--- src/rtl/mem_access_ctrl.sv ---
// Single-port memory initiator: arbitrates instruction fetch and datapath load/store
// onto one 16-bit synchronous memory, sequencing its one-cycle read latency and
// returning results with one-cycle ack pulses.
module mem_access_ctrl #(
    parameter int unsigned ADDR_WIDTH = 16,
    parameter int unsigned DATA_WIDTH = 16,
    parameter int unsigned MEM_DEPTH  = 257
) (
    input  logic                  clock,
    input  logic                  reset,
    input  logic                  fetch_req,
    input  logic [ADDR_WIDTH-1:0] fetch_addr,
    output logic                  fetch_ack,
    output logic [DATA_WIDTH-1:0] fetch_data,
    input  logic                  data_req,
    input  logic                  data_we,
    input  logic [ADDR_WIDTH-1:0] data_addr,
    input  logic [DATA_WIDTH-1:0] data_wdata,
    output logic                  data_ack,
    output logic [DATA_WIDTH-1:0] data_rdata,
    output logic                  access_err,
    output logic [ADDR_WIDTH-1:0] mem_address,
    output logic [DATA_WIDTH-1:0] mem_data_in,
    output logic                  mem_write,
    input  logic [DATA_WIDTH-1:0] mem_val
);

    localparam logic [1:0] StIdle      = 2'd0;
    localparam logic [1:0] StRdIssue   = 2'd1;
    localparam logic [1:0] StRdCapture = 2'd2;
    localparam logic [1:0] StWr        = 2'd3;

    logic [1:0]            state_q, state_d;
    logic                  last_fetch_q, last_fetch_d;  // 1: last grant was FETCH
    logic                  rd_fetch_q, rd_fetch_d;      // owner of the in-flight read
    logic [ADDR_WIDTH-1:0] mem_address_q, mem_address_d;
    logic [DATA_WIDTH-1:0] mem_data_in_q, mem_data_in_d;
    logic                  mem_write_q, mem_write_d;
    logic                  fetch_ack_q, fetch_ack_d;
    logic                  data_ack_q, data_ack_d;
    logic                  access_err_q, access_err_d;
    logic [DATA_WIDTH-1:0] fetch_data_q, fetch_data_d;
    logic [DATA_WIDTH-1:0] data_rdata_q, data_rdata_d;

    logic                  gnt_fetch;
    logic [ADDR_WIDTH-1:0] sel_addr;
    logic                  addr_bad;

    // Arbitration and access sequencing; acks/err/mem_write default low so they pulse.
    always_comb begin
        state_d       = state_q;
        last_fetch_d  = last_fetch_q;
        rd_fetch_d    = rd_fetch_q;
        mem_address_d = mem_address_q;
        mem_data_in_d = mem_data_in_q;
        mem_write_d   = 1'b0;
        fetch_ack_d   = 1'b0;
        data_ack_d    = 1'b0;
        access_err_d  = 1'b0;
        fetch_data_d  = fetch_data_q;
        data_rdata_d  = data_rdata_q;
        gnt_fetch     = 1'b0;
        sel_addr      = '0;
        addr_bad      = 1'b0;

        case (state_q)
            StIdle: begin
                // An ack still high means its requester has not dropped req yet: bubble.
                if (!fetch_ack_q && !data_ack_q && (fetch_req || data_req)) begin
                    gnt_fetch    = (fetch_req && data_req) ? !last_fetch_q : fetch_req;
                    sel_addr     = gnt_fetch ? fetch_addr : data_addr;
                    addr_bad     = 32'(sel_addr) >= MEM_DEPTH;
                    last_fetch_d = gnt_fetch;
                    if (addr_bad) begin
                        // Rejected without touching the memory port.
                        access_err_d = 1'b1;
                        if (gnt_fetch) begin
                            fetch_ack_d  = 1'b1;
                            fetch_data_d = '0;
                        end else begin
                            data_ack_d = 1'b1;
                            if (!data_we) begin
                                data_rdata_d = '0;
                            end
                        end
                    end else if (!gnt_fetch && data_we) begin
                        mem_address_d = sel_addr;
                        mem_data_in_d = data_wdata;
                        mem_write_d   = 1'b1;
                        state_d       = StWr;
                    end else begin
                        mem_address_d = sel_addr;
                        rd_fetch_d    = gnt_fetch;
                        state_d       = StRdIssue;
                    end
                end
            end
            StRdIssue: begin
                state_d = StRdCapture;
            end
            StRdCapture: begin
                if (rd_fetch_q) begin
                    fetch_data_d = mem_val;
                    fetch_ack_d  = 1'b1;
                end else begin
                    data_rdata_d = mem_val;
                    data_ack_d   = 1'b1;
                end
                state_d = StIdle;
            end
            StWr: begin
                data_ack_d = 1'b1;
                state_d    = StIdle;
            end
            default: begin
                state_d = StIdle;
            end
        endcase
    end

    // State registers; async reset drops mem_write at once so an interrupted WR never writes.
    always_ff @(posedge clock or negedge reset) begin
        if (!reset) begin
            state_q       <= StIdle;
            last_fetch_q  <= 1'b0;
            rd_fetch_q    <= 1'b0;
            mem_address_q <= '0;
            mem_data_in_q <= '0;
            mem_write_q   <= 1'b0;
            fetch_ack_q   <= 1'b0;
            data_ack_q    <= 1'b0;
            access_err_q  <= 1'b0;
            fetch_data_q  <= '0;
            data_rdata_q  <= '0;
        end else begin
            state_q       <= state_d;
            last_fetch_q  <= last_fetch_d;
            rd_fetch_q    <= rd_fetch_d;
            mem_address_q <= mem_address_d;
            mem_data_in_q <= mem_data_in_d;
            mem_write_q   <= mem_write_d;
            fetch_ack_q   <= fetch_ack_d;
            data_ack_q    <= data_ack_d;
            access_err_q  <= access_err_d;
            fetch_data_q  <= fetch_data_d;
            data_rdata_q  <= data_rdata_d;
        end
    end

    assign fetch_ack   = fetch_ack_q;
    assign fetch_data  = fetch_data_q;
    assign data_ack    = data_ack_q;
    assign data_rdata  = data_rdata_q;
    assign access_err  = access_err_q;
    assign mem_address = mem_address_q;
    assign mem_data_in = mem_data_in_q;
    assign mem_write   = mem_write_q;

endmodule

--- config.mk ---
export PLATFORM = sky130hd
export DESIGN_NAME = mem_access_ctrl
export DESIGN_NICKNAME = d
export VERILOG_FILES = /design/src/rtl/mem_access_ctrl.sv
export SDC_FILE = /design/constraint.sdc
export NUM_CORES = 1
export LEC_CHECK = 0
export ABC_AREA = 1
export CELL_PAD_IN_SITES_DETAIL_PLACEMENT = 0
export CELL_PAD_IN_SITES_GLOBAL_PLACEMENT = 1
export CORE_UTILIZATION = 33
export CTS_CLUSTER_DIAMETER = 150
export DETAILED_ROUTE_END_ITERATION = 16
export PLACE_DENSITY = 0.91
export SYNTH_ARGS = -nofsm -noshare
export SYNTH_HDL_FRONTEND = slang
export SYNTH_SLANG_ARGS = --single-unit
--- constraint.sdc ---
create_clock -name clock -period 4 [get_ports clock]
set_input_delay 0.8 -clock clock [delete_from_list [all_inputs] [get_ports clock]]
set_output_delay 0.8 -clock clock [all_outputs]
set_load 0.05 [all_outputs]
=== Word-level counts from Yosys, hierarchy flattened ===
Index checks and enable logic that the tools add are counted.

* Bits of input ports: 69
* Word-level logic and storage cells: 78
* Register bits: 72
* Output and inout port bits: 68

* Reduce and logical (&&, ||, !) cells: 19
* Order comparisons: 1
* Bitwise operators: 2
* Equal/unequal tests: 11
* Multiplexer cells: 34

{| class="wikitable"
|+ Operators by type and width
! operator !! count
|-
| $mux 16 || 10
|-
| $pmux 16 s2 || 2
|-
| $ge 16x9->1 const B || 1
|-
| $mux 1 || 16
|-
| $ne 2x2->1 const B || 8
|-
| $reduce_and 4->1 || 2
|-
| $mux 2 || 3
|-
| $pmux 2 s3 || 1
|-
| $reduce_and 6->1 || 1
|-
| $reduce_and 5->1 || 1
|-
| $eq 2x2->1 const B || 2
|-
| $logic_and 1x1->1 || 4
|-
| $logic_not 1->1 || 4
|-
| $reduce_and 2->1 || 2
|-
| $pmux 1 s3 || 1
|-
| $reduce_and 3->1 || 1
|-
| $eq 2x1->1 const B || 1
|-
| $logic_not 2->1 || 1
|-
| $not 1->1 || 2
|-
| $pmux 1 s2 || 1
|-
| $reduce_bool 2->1 || 1
|-
| $reduce_or 2->1 || 1
|-
| $logic_or 1x1->1 || 1
|}

=== Logic depth before layout (Yosys ltp) ===
* Word-level depth: 8
* Mapped depth: 15
* Mapped depth without buffers: 13

=== Least setup slack after synthesis ===
Ideal clock, no wire load.

* Kind: input port to flip-flop
* Start point: in data_req
* End point: reg mem_data_in_q[10], in the netlist mem_data_in[10]
* Buffers on the path: 2
* Data arrival time: 2.043 ns
* Stages on the path: 12
* Slack: 1.838 ns
* Library setup time: 0.119 ns
* Required time: 3.881 ns
* Cell sequence: nand2_4 nand2_4 buf_6 o21ai_0 nand3_1 nor2_4 nand2_2 clkinv_2 nand2_4 buf_6 nand2_1 nand2_1

* Word-level cells in the longest chain between the ends: 6
* Elaborated cells on any way between the ends: 10
* Those cells by class: order compare (1); mux (2); bitwise (1); reduce/logical (6)

{| class="wikitable"
|+ Ends and longest elaborated chain
! item !! RTL line !! source
|-
| start, declared || 15 || <nowiki>input logic data_req,</nowiki>
|-
| $logic_and 1x1->1 || 70 || <nowiki>gnt_fetch = (fetch_req && data_req) ? !last_fetch_q : fetch_req;</nowiki>
|-
| $mux 1 || 70 ||
|-
| $mux 16 || 71 || <nowiki>sel_addr = gnt_fetch ? fetch_addr : data_addr;</nowiki>
|-
| $ge 16x9->1 || 72 || <nowiki>addr_bad = 32'(sel_addr) >= MEM_DEPTH;</nowiki>
|-
| $not 1->1 (no source line) || - ||
|-
| $reduce_and 4->1 (no source line) (*) || - ||
|-
| end signal, assigned || 140 || <nowiki>mem_data_in_q <= mem_data_in_d;</nowiki>
|-
| end, declared || 37 || <nowiki>logic [DATA_WIDTH-1:0] mem_data_in_q, mem_data_in_d;</nowiki>
|}

Every way passes the cells marked *; elsewhere a longest branch is shown, timed or not.
A chain may end at the register's enable or synchronous reset.

=== Worst setup path after layout ===
* Start point: in fetch_req
* End point: reg mem_address_q[6], in the netlist mem_address[6]

* Word-level cells in the longest chain between the ends: 6
* Elaborated cells on any way between the ends: 8
* Those cells by class: order compare (1); mux (2); bitwise (1); reduce/logical (4)

{| class="wikitable"
|+ Ends and longest elaborated chain
! item !! RTL line !! source
|-
| start, declared || 11 || <nowiki>input logic fetch_req,</nowiki>
|-
| $logic_and 1x1->1 || 70 ||
|-
| $mux 1 || 70 ||
|-
| $mux 16 || 71 ||
|-
| $ge 16x9->1 || 72 ||
|-
| $not 1->1 (no source line) || - ||
|-
| $reduce_and 3->1 (no source line) || - ||
|-
| end signal, assigned || 139 || <nowiki>mem_address_q <= mem_address_d;</nowiki>
|-
| end, declared || 36 || <nowiki>logic [ADDR_WIDTH-1:0] mem_address_q, mem_address_d;</nowiki>
|}

Several ways; a longest one is shown, not always the timed one.

==> summary.txt <==
Floorplanning
  • Io pins: 137
  • DIE AREA: 0.01078 mm²
  • Num rows: 36
  • Core Region: ~0.01 mm²
  • Die Height: about 100 µm
  • Initial Utilization: 0.3452
  • Die width: 103.8 µm

Synth
  • Avg Synthesized Cell Area: approximately 8.2 µm²
  • Synth unique cells: 24
  • Synth area leaders: dfrtp_1 (53%), nand2_1 (18%), nand4_1 (5.9%)
  • FFs w/ async S/R, synth: 1.000
  • Post-synthesis cell count: 419
  • Post-Synthesis Net Count: 488
  • Number of flops mapped to enable cells by yosys: 0
  • #FFs+latches synth: 72
  • Top cell type by total area after synthesis: dfrtp_1
  • Synth Warn #: 0
  • Area share of the leading cell type in the synthesized netlist: 0.5267
  • Post-synth top flop: dfrtp_1
  • Mapped Area: 0.003421 mm²
  • Register area share after synthesis: 0.5267

Global routing
  • First-pass GRT wire length: roughly 15 mm
  • Total GRT Usage: 0.1796
  • Largest net degree at the start of global routing: 73
  • Initial antenna violation count: 0
  • Vias in the first global route: about 3,200
  • Total grt overflow: 0

Place
  • Area after DPL: 0.004838 mm²
  • DP Cell Count: 672
  • Routability Congestion: 0.7332
  • Dpl hpwl: 6.630 mm
  • IO Port Bufs: roughly 140

Clock network
  • # hold bufs at CTS: 0
  • CTS Root Buffer Type: clkbuf_8
  • Buffers inserted by post-CTS timing repair: 0
  • CTS tree: done
  • CTS buffer count: 9
  • # H-tree levels: 3
  • Worst-path clk slew: 0.06 ns
  • Cts repair resizes: 0
  • Clock latency at the later pin of the worst-skew pair: 0.35 ns
  • Clock Sink Count: 72
  • Clock buffer depth: 2

Worst setup path
  • Critical Path Fanout Max: 23
  • Crit Path Category: in2reg
  • Critical Path Most Common Cell: nand2_1
  • CP required: between 4 and 5 ns
  • Worst Setup End Kind: register
  • Crit path largest cell delay: 0.63 ns
  • Startpoint types: primary input
  • CP max-delay cell: clkdlybuf4s50_1
  • Crit path cell chain: clkdlybuf4s50_1 > nand2_4 > inv_2 > nand2_1 > nand2_1 > nor2_1 > nand2_1 > nor2_4 > nand2_2 > nor2_4 > inv_2 > nand2_1 > nand2_1
  • WP data arrival: 3.06 ns

Power
  • Gate power share: 0.260
  • Clock share of power: 0.290
  • Seq pwr share: 0.450
  • Worst ir drop on vdd: 0.1343 mV
  • P_leak: between 2 and 3 nW
  • Sw Share: 0.3309
  • Sw power: 586.1 µW
  • P per Cell Area: 353.5 mW/mm²
  • Pint: 1.185 mW

STA
  • Minimum clock period: 2.833 ns
  • Final hold vios: 0
  • Final setup fails: 0
  • RSZ-0062 raised after global routing: false
  • Fmax: 353.0 MHz
  • Setup TNS: 0 ns
  • Fin. max-slew vios: 0
  • Max-slew headroom: 0.3934
  • Clock Skew: 0.01127 ns
  • Worst-margin pin slew: 0.9100 ns
  • Period utilization: 0.7082

Finish
  • Fillers: a little under 1,000
  • Final std cell area, no fill: between 0.005 and 0.006 mm²
  • Footprint of the multi-input gates: roughly 0.0013 mm²
  • Nets: 619
  • Area delta synth->final: 46.49%
  • Flip-flop and latch area: 0.001802 mm²
  • Commonest non-fill, non-tap cell in the layout: nand2_1
  • Layout cell share with drive strength beyond 1: 0.06859
  • Diode count: 0
  • Final core utilization: 0.5057
  • Final instance count without filler cells: 687
  • Commonest cells after routing, fill and taps aside: nand2_1 (168), clkdlybuf4s50_1 (135), dfrtp_1 (72)

Min path
  • HP Class: reg2reg

Detailed routing
  • Post-DR vias/cell: 4.624
  • DRC viols: 0
  • Post-DRT Antenna Nets: 0
  • Avg WL per Cell: 13.25 µm
  • Number of DRC markers in iteration 0: 120
  • Routed wire length: around 9.1 mm
  • First-pass iteration count of the detailed router: 4
  • Total number of vias: 3,177

Run
  • Max-cap violations: 0

Outcome
  • Outcome: complete, no violations
## critical path, delay by kind of cell
kind / cells / cell delay [ns]
AND/OR/NAND/NOR: 10 / 1.31
buffers and inverters: 3 / 0.94
## worst paths after layout
| check | from | to | slack, ns | depth (start not counted) |
|---|---|---|---|---|
| max in group asynchronous | reset | rd_fetch_q | 2.83 | 1 |
| worst max register to register | state_q[1] | data_rdata[2] | 1.66 | 9 |
| worst min register to register | mem_address[9] | mem_address[9] | 0.46 | 2 |
| worst max-delay path | fetch_req | mem_address[6] | 1.17 | 13 |
| worst min-delay path | mem_address[9] | mem_address[9] | 0.46 | 2 |
| min in group asynchronous | reset | fetch_data[1] | 0.59 | 1 |
## cells in the mapped netlist, types with 2 or more instances
| library cell | instances |
|---|---|
| buf_4 | 5 |
| nand3b_1 | 7 |
| nand3_2 | 2 |
| o21ai_0 | 6 |
| buf_6 | 5 |
| nor2_1 | 24 |
| dfrtp_1 | 72 |
| inv_2 | 6 |
| buf_2 | 2 |
| nand2_2 | 2 |
| nor2_4 | 2 |
| nand3_1 | 28 |
| clkbuf_1 | 7 |
| inv_1 | 41 |
| nand2_1 | 168 |
| nand4_1 | 32 |
| nand2_4 | 3 |
## metrics by stage
step | power (mW) | hold slack (ns) | setup WS (ns)
floorplan | 1.087 | 0.5044 | 1.838
global placement | 1.268 | 0.4526 | 0.8765
detailed placement | 1.276 | 0.4543 | 0.7556
CTS | 1.799 | 0.4696 | 1.132
global route | 1.865 | 0.4905 | 0.8295
finish | 1.771 | 0.4639 | 1.167
## final cells by class
cell class | count | share of cell area
clock buffers | 12 | 0.03096
inverters | 48 | 0.03620
flip-flops and latches | 72 | 0.3596
repair buffers | 139 | 0.2757
multi-input cells | 280 | 0.2609
clock inverters | 3 | 0.003496
well taps | 133 | 0.03321
## state kept, by name (all words and copies together), names as in the netlist
register,count
fetch_data,16
access_err,1
fetch_ack,1
last_fetch_q,1
mem_data_in,16
data_ack,1
data_rdata,16
state_q,2
mem_write,1
mem_address,16
rd_fetch_q,1
## power by group through the flow
stage,clock network (mW),registers (mW),logic [mW]
2_1_floorplan,0,0.916,0.171
3_3_place_gp,0,0.810,0.459
3_5_place_dp,0,0.811,0.466
4_1_cts,0.535,0.797,0.467
5_1_grt,0.561,0.802,0.502
6_report,0.514,0.796,0.461
## cell families after synthesis
group           after synthesis  synth area share
compound gates                9           0.01792
flops                        72            0.5267
simple gates                271            0.3643
buf+inv                      67           0.09108
## per-layer routing
metal / GRT usage / vias to the layer above / wire length, µm
li1: - / 1580 / -
met2: 0.2852 / 101 / 4199
met5: 0 / - / 0
met3: 0.03965 / 11 / 519
met1: 0.2393 / 1485 / 4260
met4: 0.06735 / 0 / 125
No activity file was read; power rests on OpenSTA's default activity.
